### config.mk
export PLATFORM = sky130hd
export DESIGN_NAME = dcache_wb_buffer_flat
export DESIGN_NICKNAME = d
export VERILOG_FILES = /design/src/rtl/dcache_wb_buffer_if.sv /design/src/rtl/dcache_wb_buffer.sv /design/src/flat_wrapper.sv
export SDC_FILE = /design/constraint.sdc
export NUM_CORES = 1
export LEC_CHECK = 0
export ABC_AREA = 0
export CAP_MARGIN = 20
export CORE_MARGIN = 1
export CORE_UTILIZATION = 50
export CTS_BUF_LIST = sky130_fd_sc_hd__clkbuf_4 sky130_fd_sc_hd__clkbuf_8
export CTS_CLUSTER_SIZE = 28
export DETAILED_ROUTE_END_ITERATION = 6
export MAX_ROUTING_LAYER = met4
export PLACE_DENSITY = 0.81
export RECOVER_POWER = 100
export SETUP_SLACK_MARGIN = 0.05
export SLEW_MARGIN = 5
export SYNTH_ARGS = -nofsm -noshare
export SYNTH_HDL_FRONTEND = slang
export SYNTH_SLANG_ARGS = --single-unit
### constraint.sdc
create_clock -name clk_i -period 31.5 [get_ports clk_i]
set_input_delay 6.3 -clock clk_i [delete_from_list [all_inputs] [get_ports clk_i]]
set_output_delay 6.3 -clock clk_i [all_outputs]
set_load 0.01 [all_outputs]
### src/rtl/dcache_wb_buffer_if.sv
// Bundle of push, memory-write, lookup and status signals between the dcache
// controller and the writeback buffer. Names are as seen from the buffer.
interface dcache_wb_buffer_if #(
    parameter int LINE_WIDTH = 128,
    parameter int WORD_WIDTH = 32,
    parameter int ADDR_WIDTH = 34
);
    logic                  push_valid_i;
    logic                  push_ready_o;
    logic [ADDR_WIDTH-1:0] push_addr_i;
    logic [LINE_WIDTH-1:0] push_data_i;
    logic                  mem_req_o;
    logic                  mem_gnt_i;
    logic                  mem_done_i;
    logic [ADDR_WIDTH-1:0] mem_addr_o;
    logic [WORD_WIDTH-1:0] mem_wdata_o;
    logic [ADDR_WIDTH-1:0] lookup_addr_i;
    logic                  lookup_hit_o;
    logic [LINE_WIDTH-1:0] lookup_data_o;
    logic                  empty_o;

    modport slave (
        input  push_valid_i, push_addr_i, push_data_i,
        input  mem_gnt_i, mem_done_i, lookup_addr_i,
        output push_ready_o, mem_req_o, mem_addr_o, mem_wdata_o,
        output lookup_hit_o, lookup_data_o, empty_o
    );

    modport master (
        output push_valid_i, push_addr_i, push_data_i,
        output mem_gnt_i, mem_done_i, lookup_addr_i,
        input  push_ready_o, mem_req_o, mem_addr_o, mem_wdata_o,
        input  lookup_hit_o, lookup_data_o, empty_o
    );
endinterface

### src/rtl/dcache_wb_buffer.sv
// Multi-entry FIFO writeback buffer: merges re-evicted lines, drains each line as word writes.
// Define DCACHE_WB_FORWARD_EN to build the load-miss lookup/forwarding path.
module dcache_wb_buffer #(
    parameter int DEPTH      = 4,
    parameter int LINE_WIDTH = 128,
    parameter int WORD_WIDTH = 32,
    parameter int ADDR_WIDTH = 34
) (
    input  logic              clk_i,
    input  logic              rst_i,
    dcache_wb_buffer_if.slave bus
);
    localparam int PTR_W   = $clog2(DEPTH);
    localparam int N_BEATS = LINE_WIDTH / WORD_WIDTH;
    localparam int BEAT_W  = (N_BEATS > 1) ? $clog2(N_BEATS) : 1;
    localparam int OFF_W   = $clog2(LINE_WIDTH / 8);
    localparam int BYTE_SH = $clog2(WORD_WIDTH / 8);
    localparam int TAG_W   = ADDR_WIDTH - OFF_W;

    localparam logic [BEAT_W-1:0] LAST_BEAT  = BEAT_W'(N_BEATS - 1);
    localparam logic [PTR_W:0]    FULL_COUNT = (PTR_W + 1)'(DEPTH);

    localparam logic [1:0] ST_IDLE = 2'd0;
    localparam logic [1:0] ST_REQ  = 2'd1;
    localparam logic [1:0] ST_WAIT = 2'd2;

    // Entry storage: line tag (address without offset), data and valid flag
    logic [TAG_W-1:0]      tag_q  [DEPTH];
    logic [LINE_WIDTH-1:0] data_q [DEPTH];
    logic [DEPTH-1:0]      valid_q;

    logic [PTR_W-1:0]  head_q, head_d;
    logic [PTR_W-1:0]  tail_q, tail_d;
    logic [PTR_W:0]    count_q, count_d;
    logic [1:0]        state_q, state_d;
    logic [BEAT_W-1:0] beat_q, beat_d;

    logic [TAG_W-1:0]  push_tag;
    logic              draining;
    logic [DEPTH-1:0]  merge_match;
    logic              merge_hit;
    logic [PTR_W-1:0]  merge_idx;
    logic              push_ready;
    logic              push_fire;
    logic              alloc;
    logic              merge;
    logic              pop;

    assign push_tag = bus.push_addr_i[ADDR_WIDTH-1:OFF_W];
    assign draining = (state_q != ST_IDLE);

    // The head under drain is excluded so its beats never change mid-transfer
    for (genvar gi = 0; gi < DEPTH; gi++) begin : g_merge
        assign merge_match[gi] = valid_q[gi] && (tag_q[gi] == push_tag)
                                 && !(draining && (head_q == PTR_W'(gi)));
    end

    always_comb begin
        merge_hit = 1'b0;
        merge_idx = '0;
        for (int k = 0; k < DEPTH; k++) begin
            if (merge_match[k]) begin
                merge_hit = 1'b1;
                merge_idx = PTR_W'(k);
            end
        end
    end

    assign push_ready = (count_q != FULL_COUNT) || merge_hit;
    assign push_fire  = bus.push_valid_i && push_ready;
    assign alloc      = push_fire && !merge_hit;
    assign merge      = push_fire && merge_hit;
    assign pop        = (state_q == ST_WAIT) && bus.mem_done_i && (beat_q == LAST_BEAT);

    always_comb begin
        head_d  = head_q;
        tail_d  = tail_q;
        count_d = count_q;
        if (pop) begin
            head_d = head_q + PTR_W'(1);
        end
        if (alloc) begin
            tail_d = tail_q + PTR_W'(1);
        end
        if (alloc && !pop) begin
            count_d = count_q + (PTR_W + 1)'(1);
        end else if (pop && !alloc) begin
            count_d = count_q - (PTR_W + 1)'(1);
        end
    end

    always_comb begin
        state_d = state_q;
        beat_d  = beat_q;
        case (state_q)
            ST_IDLE: begin
                if (count_q != '0) begin
                    state_d = ST_REQ;
                    beat_d  = '0;
                end
            end
            ST_REQ: begin
                if (bus.mem_gnt_i) begin
                    state_d = ST_WAIT;
                end
            end
            ST_WAIT: begin
                if (bus.mem_done_i) begin
                    if (beat_q == LAST_BEAT) begin
                        state_d = ST_IDLE;
                    end else begin
                        beat_d  = beat_q + BEAT_W'(1);
                        state_d = ST_REQ;
                    end
                end
            end
            default: state_d = ST_IDLE;
        endcase
    end

    always_ff @(posedge clk_i) begin
        if (rst_i) begin
            valid_q <= '0;
            head_q  <= '0;
            tail_q  <= '0;
            count_q <= '0;
            state_q <= ST_IDLE;
            beat_q  <= '0;
        end else begin
            if (pop) begin
                valid_q[head_q] <= 1'b0;
            end
            if (alloc) begin
                valid_q[tail_q] <= 1'b1;
                tag_q[tail_q]   <= push_tag;
                data_q[tail_q]  <= bus.push_data_i;
            end
            if (merge) begin
                data_q[merge_idx] <= bus.push_data_i;
            end
            head_q  <= head_d;
            tail_q  <= tail_d;
            count_q <= count_d;
            state_q <= state_d;
            beat_q  <= beat_d;
        end
    end

    logic [LINE_WIDTH-1:0] head_line;
    logic                  req_active;

    assign head_line  = data_q[head_q];
    assign req_active = (state_q == ST_REQ);

    assign bus.push_ready_o = push_ready;
    assign bus.mem_req_o    = req_active;
    assign bus.mem_addr_o   = req_active
                              ? ({tag_q[head_q], OFF_W'(0)} | (ADDR_WIDTH'(beat_q) << BYTE_SH))
                              : '0;
    assign bus.mem_wdata_o  = req_active ? head_line[beat_q*WORD_WIDTH +: WORD_WIDTH] : '0;
    assign bus.empty_o      = (count_q == '0) && (state_q == ST_IDLE);

`ifdef DCACHE_WB_FORWARD_EN
    logic [TAG_W-1:0]      lookup_tag;
    logic [DEPTH-1:0]      lookup_match;
    logic [PTR_W-1:0]      lk_idx;
    logic                  lookup_hit;
    logic [LINE_WIDTH-1:0] lookup_data;
    logic                  unused_offsets;

    assign lookup_tag     = bus.lookup_addr_i[ADDR_WIDTH-1:OFF_W];
    assign unused_offsets = ^{bus.push_addr_i[OFF_W-1:0], bus.lookup_addr_i[OFF_W-1:0]};

    for (genvar gi = 0; gi < DEPTH; gi++) begin : g_lookup
        assign lookup_match[gi] = valid_q[gi] && (tag_q[gi] == lookup_tag);
    end

    // Walk oldest to youngest so the last match (nearest tail) wins
    always_comb begin
        lookup_hit  = 1'b0;
        lookup_data = '0;
        lk_idx      = '0;
        for (int k = 0; k < DEPTH; k++) begin
            lk_idx = head_q + PTR_W'(k);
            if (lookup_match[lk_idx]) begin
                lookup_hit  = 1'b1;
                lookup_data = data_q[lk_idx];
            end
        end
    end

    assign bus.lookup_hit_o  = lookup_hit;
    assign bus.lookup_data_o = lookup_data;
`else
    logic unused_offsets;

    assign unused_offsets    = ^{bus.push_addr_i[OFF_W-1:0], bus.lookup_addr_i};
    assign bus.lookup_hit_o  = 1'b0;
    assign bus.lookup_data_o = '0;
`endif

endmodule

### src/flat_wrapper.sv
// flat-port wrapper written by rule: the top's interface ports become plain ports
module dcache_wb_buffer_flat 
#(
    parameter int DEPTH      = 4,
    parameter int LINE_WIDTH = 128,
    parameter int WORD_WIDTH = 32,
    parameter int ADDR_WIDTH = 34
)
  (clk_i, rst_i, bus_push_valid_i, bus_push_addr_i, bus_push_data_i, bus_mem_gnt_i, bus_mem_done_i, bus_lookup_addr_i, bus_push_ready_o, bus_mem_req_o, bus_mem_addr_o, bus_mem_wdata_o, bus_lookup_hit_o, bus_lookup_data_o, bus_empty_o);
  dcache_wb_buffer_if #(.LINE_WIDTH(LINE_WIDTH), .WORD_WIDTH(WORD_WIDTH), .ADDR_WIDTH(ADDR_WIDTH)) bus_i ();
  input  logic clk_i;
  input  logic rst_i;
  input wire logic [$bits(bus_i.push_valid_i)-1:0] bus_push_valid_i;
  input wire logic [$bits(bus_i.push_addr_i)-1:0] bus_push_addr_i;
  input wire logic [$bits(bus_i.push_data_i)-1:0] bus_push_data_i;
  input wire logic [$bits(bus_i.mem_gnt_i)-1:0] bus_mem_gnt_i;
  input wire logic [$bits(bus_i.mem_done_i)-1:0] bus_mem_done_i;
  input wire logic [$bits(bus_i.lookup_addr_i)-1:0] bus_lookup_addr_i;
  output wire logic [$bits(bus_i.push_ready_o)-1:0] bus_push_ready_o;
  output wire logic [$bits(bus_i.mem_req_o)-1:0] bus_mem_req_o;
  output wire logic [$bits(bus_i.mem_addr_o)-1:0] bus_mem_addr_o;
  output wire logic [$bits(bus_i.mem_wdata_o)-1:0] bus_mem_wdata_o;
  output wire logic [$bits(bus_i.lookup_hit_o)-1:0] bus_lookup_hit_o;
  output wire logic [$bits(bus_i.lookup_data_o)-1:0] bus_lookup_data_o;
  output wire logic [$bits(bus_i.empty_o)-1:0] bus_empty_o;
  assign bus_i.push_valid_i = bus_push_valid_i;
  assign bus_i.push_addr_i = bus_push_addr_i;
  assign bus_i.push_data_i = bus_push_data_i;
  assign bus_i.mem_gnt_i = bus_mem_gnt_i;
  assign bus_i.mem_done_i = bus_mem_done_i;
  assign bus_i.lookup_addr_i = bus_lookup_addr_i;
  assign bus_push_ready_o = bus_i.push_ready_o;
  assign bus_mem_req_o = bus_i.mem_req_o;
  assign bus_mem_addr_o = bus_i.mem_addr_o;
  assign bus_mem_wdata_o = bus_i.mem_wdata_o;
  assign bus_lookup_hit_o = bus_i.lookup_hit_o;
  assign bus_lookup_data_o = bus_i.lookup_data_o;
  assign bus_empty_o = bus_i.empty_o;
  dcache_wb_buffer #(.DEPTH(DEPTH), .LINE_WIDTH(LINE_WIDTH), .WORD_WIDTH(WORD_WIDTH), .ADDR_WIDTH(ADDR_WIDTH)) u_core (.clk_i(clk_i), .rst_i(rst_i), .bus(bus_i));
endmodule
-- Word level (Yosys, flattened, before mapping)
Memories as Yosys holds them, arrays and structs flattened. A register that Yosys moved wholly into a read port is not among the register bits.
Cells that the tools add are included.
- $add $sub $neg: 5
- $mul: 0
- div/mod/pow operators: 0
- magnitude comparators: 4
- equal/unequal tests: 15
- shift-type cells: 1
- mux-type cells: 40
- bitwise logic cells: 4
- reduce and logical (&&, ||, !) cells: 40
- operator list (operator ; number):
    $mux W128 ; 1
    $reduce_or A128 Y1 ; 1
    $shiftx A128 B8 Y32 ; 1
    $eq A30 B30 Y1 ; 4
    $mux W34 ; 1
    $or A34 B4 Y34 ; 1
    $mux W32 ; 1
    $mux W2 ; 13
    $logic_and A1 B1 Y1 ; 22
    $mux W1 ; 15
    $mux W4 ; 3
    $eq A2 B2 Y1 const B ; 4
    $logic_not A1 Y1 ; 7
    $add A2 B1 Y2 const B ; 3
    $lt A2 B3 Y1 const B ; 2
    $mux W3 ; 2
    $ne A2 B2 Y1 const B ; 3
    $pmux W2 S3 ; 1
    $reduce_bool A2 Y1 ; 3
    $and A4 B4 Y4 ; 1
    $demux W1 S2 ; 2
    $eq A2 B1 Y1 const B ; 2
    $ge A2 B1 Y1 const B ; 2
    $logic_not A2 Y1 ; 2
    12 further kinds ; 12
- flip-flop bits (word level): 15
- latch bits: 0
- RAM bits: 632
- ROM bits: 0
- output and inout port bits: 198
- memories: 2
- memories (name ; words ; width ; rd ports ; clocked after Yosys merged registers in ; wr ports ; RTL line ; source):
    u_core.data_q ; 4 ; 128 ; 1 ; 1 ; 1 ; dcache_wb_buffer.sv:29 ; logic [LINE_WIDTH-1:0] data_q [DEPTH];
    u_core.tag_q ; 4 ; 30 ; 5 ; 1 ; 1 ; dcache_wb_buffer.sv:28 ; logic [TAG_W-1:0] tag_q [DEPTH];

-- Depth between registers and ports, before layout
- word-level depth: 16
- mapped depth: 15

-- Worst setup path before layout
Ideal clock, no wire load.
- path type: input -> register
- from: input port bus_push_addr_i[32]
- to: memory u_core.data_q[2][0], enable pin
- library setup time: 0.929 ns
- arrival: 19.543 ns
- slack: 11.028 ns
- stages: 7
- path buffers: 1
- path through: buf_4 xnor2_1 nand4_1 or4_1 o211ai_1 a21oi_1 nor4_1
- word-level cells in the longest chain between the ends: 15
- elaborated cells between the ends (all ways): 33
- classes of those cells: eq/ne (4); mux (15); reduce/logical (14)
- RTL lines (item ; RTL line ; source):
    from (decl) ; flat_wrapper.sv:14 ; input wire logic [$bits(bus_i.push_addr_i)-1:0] bus_push_addr_i;
    $eq A30 B30 Y1 ; dcache_wb_buffer.sv:54 ; assign merge_match[gi] = valid_q[gi] && (tag_q[gi] == push_tag)
    $logic_and A1 B1 Y1 ; dcache_wb_buffer.sv:54 ;
    $logic_and A1 B1 Y1 ; dcache_wb_buffer.sv:55 ; && !(draining && (head_q == PTR_W'(gi)));
    $mux W1 (4 in a row) ; dcache_wb_buffer.sv:62 ; if (merge_match[k]) begin
    $logic_or A1 B1 Y1 ; dcache_wb_buffer.sv:69 ; assign push_ready = (count_q != FULL_COUNT) || merge_hit;
    $logic_and A1 B1 Y1 ; dcache_wb_buffer.sv:70 ; assign push_fire = bus.push_valid_i && push_ready;
    $logic_and A1 B1 Y1 ; dcache_wb_buffer.sv:72 ; assign merge = push_fire && merge_hit;
    $mux W1 ; dcache_wb_buffer.sv:138 ; if (merge) begin
    $mux W1 ; dcache_wb_buffer.sv:122 ; if (rst_i) begin
    $mux W1 (implied by the code) ; dcache_wb_buffer.sv:139 ; data_q[merge_idx] <= bus.push_data_i;
    $reduce_or A128 Y1 (no source line) ; n/a ;
    $mux W2 (no source line) or $mux W1 (tied branches) ; n/a ;
    to (decl) ; dcache_wb_buffer.sv:29 ;
Parallel ways exist; a longest one is shown, timed or not.

==> flow_metrics.py <==
metrics = {
    "run_status": {
        "status": "finished with violations",
        "violations": "capacitance limit, slew limit",
    },
    "clock_tree": {
        "ctsResizeCount": 0,
        "ctsHtreeMaxLevel": 3,
        "numCtsBuffers": 99,
        "clk_path_buf_depth": 3,
        "cts-root-buf": "clkbuf_8",
        "clk_pin_slew_ns": 0.05,
        "numClockSinks": 649,
        "cts_setup_buffers": 0,
        "cts_tree": "built",
        "hold_buffers": 0,
        "insertion_delay_ns": 0.70,
    },
    "synthesis": {
        "synthMuxAreaShare": 0.157,
        "synth_top_family_by_area": "multiplexers",
        "postSynth.asyncResetShare": 0,
        "synth_compound_area_frac": 0.00596,
        "dominantRegCellSynth": "edfxtp_1",
        "avgSynthCellArea_sq_um": 19.8,
        "yosys.area_share.adder": 0.00528,
        "syn_area_sq_um": 27500,
        "synthDistinctLibCells": 47,
        "syn_inst": 1388,
        "ys_seq_area_frac": 0.703,
        "synthSimpleGateAreaFrac": 0.0337,
        "synth_xor_area_frac": 0.0392,
        "ys.warnings.count": 0,
        "synth-edff-count": 632,
        "synth-seq-cells": 649,
    },
    "sta": {
        "hold_violations": 0,
        "slew_headroom": -4.50,
        "tns_ns": 0,
        "final.min_clock_period_ns": 18.81,
        "finalSetupViolCount": 0,
        "clock_skew_ns": 0.0552,
        "clock.fmax_mhz": 53.2,
        "fin_crit_sh": 0.597,
        "rsz0062_at_grt": "false",
        "fin_ws_ns": 12.69,
        "slew_violations": 1027,
        "worst_pin_slew_ns": 8.25,
    },
    "routing": {
        "vias_per_cell": 5.42,
        "wire_per_inst_um": 22.4,
        "drt_first_iter_violations": 967,
        "totalWireLength_um": 55000,
        "ant_nets": 0,
        "drc": 0,
        "vias": 13300,
        "first_pass_iters": 5,
    },
    "die": {
        "start_util": 0.509,
        "core_sq_um": 54000,
        "die_y_um": 237,
        "pin_count": 399,
        "rows": 85,
        "die-area_sq_um": 55900,
        "die_x_um": 237,
    },
    "placed_design": {
        "numPlacedInstances": 2246,
        "place_congestion": 0.905,
        "portBuffers": 229,
        "place_hpwl_um": 33300,
        "post-place-ws_ns": 16.25,
    },
    "setup_path": {
        "critical_path_class": "flop to output port",
        "reg2reg_depth": 10,
        "end_kind": "output port",
        "arrival_ns": 12.51,
        "cp.required_ns": 25.20,
        "cp_max_fo": 49,
        "worstSetupStartpointType": "flop",
    },
    "global_route": {
        "grt_start_max_net_pins": 129,
        "grtUsageTotal": 0.203,
        "grt_pass1_vias": 13800,
        "overflow": 0,
        "grt_pass1_wl_um": 81600,
        "grt_antenna_before_repair": 27,
    },
    "hold_path": {
        "hold-path-cell-count": 2,
        "min-delay-path-class": "flop to flop",
    },
    "job": {
        "max_cap_violations": 19,
    },
    "power_and_ir_drop": {
        "ir_worst_vdd_uv": 51.4,
        "power_density_nw_per_um2": 59.7,
        "leakagePower_nw": 10.1,
    },
    "final_layout": {
        "fin_cells": 2452,
        "drive_gt1_frac": 0.206,
        "layout.nets": 1863,
        "areaGrowthSynthToFinish_pct": 15.9,
    },
}
[final timing paths]
check	end	slack (ns)	startpoint
hold reg to reg	u_core.valid_q[1]	0.48	u_core.valid_q[1]
hold / removal	u_core.valid_q[1]	0.48	u_core.valid_q[1]
setup reg to reg	u_core.data_q[3][24]	22.70	u_core.head_q[1]
setup / recovery	bus_mem_wdata_o[30]	12.69	flop
[kinds of logic (layout without fill, tap and decap cells)]
family                   count (synthesis)  after routing
AO/OA/AOI/OAI                           26             26
XOR/XNOR                               123            123
adder cells (fa/ha/maj)                 11             11
buffers and inverters                  227            438
flip-flops                             649            649
multiplexers                           194            194
other                                    1            158
AND/OR/NAND/NOR                        157            157
[through the flow]
stage / power, mW / hold slack [ns] / util / instance area [sq um]
after floorplan: 1.13 / 0.447 / - / 28000
after global placement: 1.21 / 0.472 / 0.553 / 29900
after detailed placement: 1.21 / 0.479 / 0.553 / 29900
after CTS: 1.92 / 0.490 / 0.590 / 31900
after global routing: 1.97 / 0.511 / 0.590 / 31800
final: 1.90 / 0.484 / 0.590 / 31900
[layout by cell type (no fill, tap or decap), types with 11 or more instances in the layout]
master,instances
dfxtp_1,16
clkinv_1,28
nor2_1,15
xnor2_1,121
nand2_1,11
diode_2,27
and2_1,38
clkbuf_8,99
nand4_1,32
and2_0,26
conb_1,131
dlygate4sd3_1,192
edfxtp_1,632
clkbuf_1,17
clkdlybuf4s50_1,37
mux4_2,190
clkbuf_4,31
[layer usage]
metal	wire length, um	global-route usage	up-vias
met5	0	-	-
met4	1320	0.0714	0
met3	5300	0.0641	107
met2	26900	0.312	564
met1	21500	0.256	6774
li1	-	-	5833
[area by class of cell]
cell class	instances	area [sq um]
diodes	27	67.6
clock buffers	130	1600
clock inverters	49	437
fillers	3822	22200
inverters	11	42.5
multi-input cells	642	7150
flip-flops and latches	649	19300
well taps	696	871
repair buffers	248	2370
[registers in the layout, summed over array words and instances, names as in the netlist, named ones only]
register,cells
u_core.beat_q,2
u_core.count_q,3
u_core.data_q,512
u_core.head_q,2
u_core.state_q,2
u_core.tag_q,120
u_core.tail_q,2
u_core.valid_q,4
[critical path: stages, from the launching register on]
cell and delay [ns]:
dfxtp_1 1.76, clkbuf_1 2.75, clkbuf_1 2.95, clkbuf_1 2.26, mux4_2 0.71, mux4_2 0.46, and2_1 0.16, dlygate4sd3_1 0.68
[synthesized netlist by cell type (2+ instances only)]
library cell,n,area (sq um)
edfxtp_1,632,19000
mux4_2,190,4280
buf_4,159,1190
xnor2_1,121,1060
and2_1,64,400
nand4_1,32,200
clkbuf_1,23,86.3
nor2_1,19,71.3
buf_2,18,90.1
dfxtp_1,17,340
nand2_1,11,41.3
ha_1,10,125
nand2b_1,10,62.6
inv_1,9,33.8
buf_1,8,30.0
buf_6,8,90.1
o21ai_0,7,35.0
nor4_1,6,37.5
a21oi_1,5,25.0
o22ai_1,4,25.0
a22oi_1,3,22.5
mux2i_1,3,30.0
nand3_1,2,10.0
nor4_2,2,25.0
or4_1,2,15.0
xor2_1,2,17.5
[report_power, final]
part	leakage (nW)	switching, mW	internal (mW)	total [mW]
clock network	1.06	0.315	0.396	0.711
logic	3.13	0.103	0.0820	0.185
registers	5.87	0.0123	0.993	1.00
No activity file was read; power rests on OpenSTA's default activity.
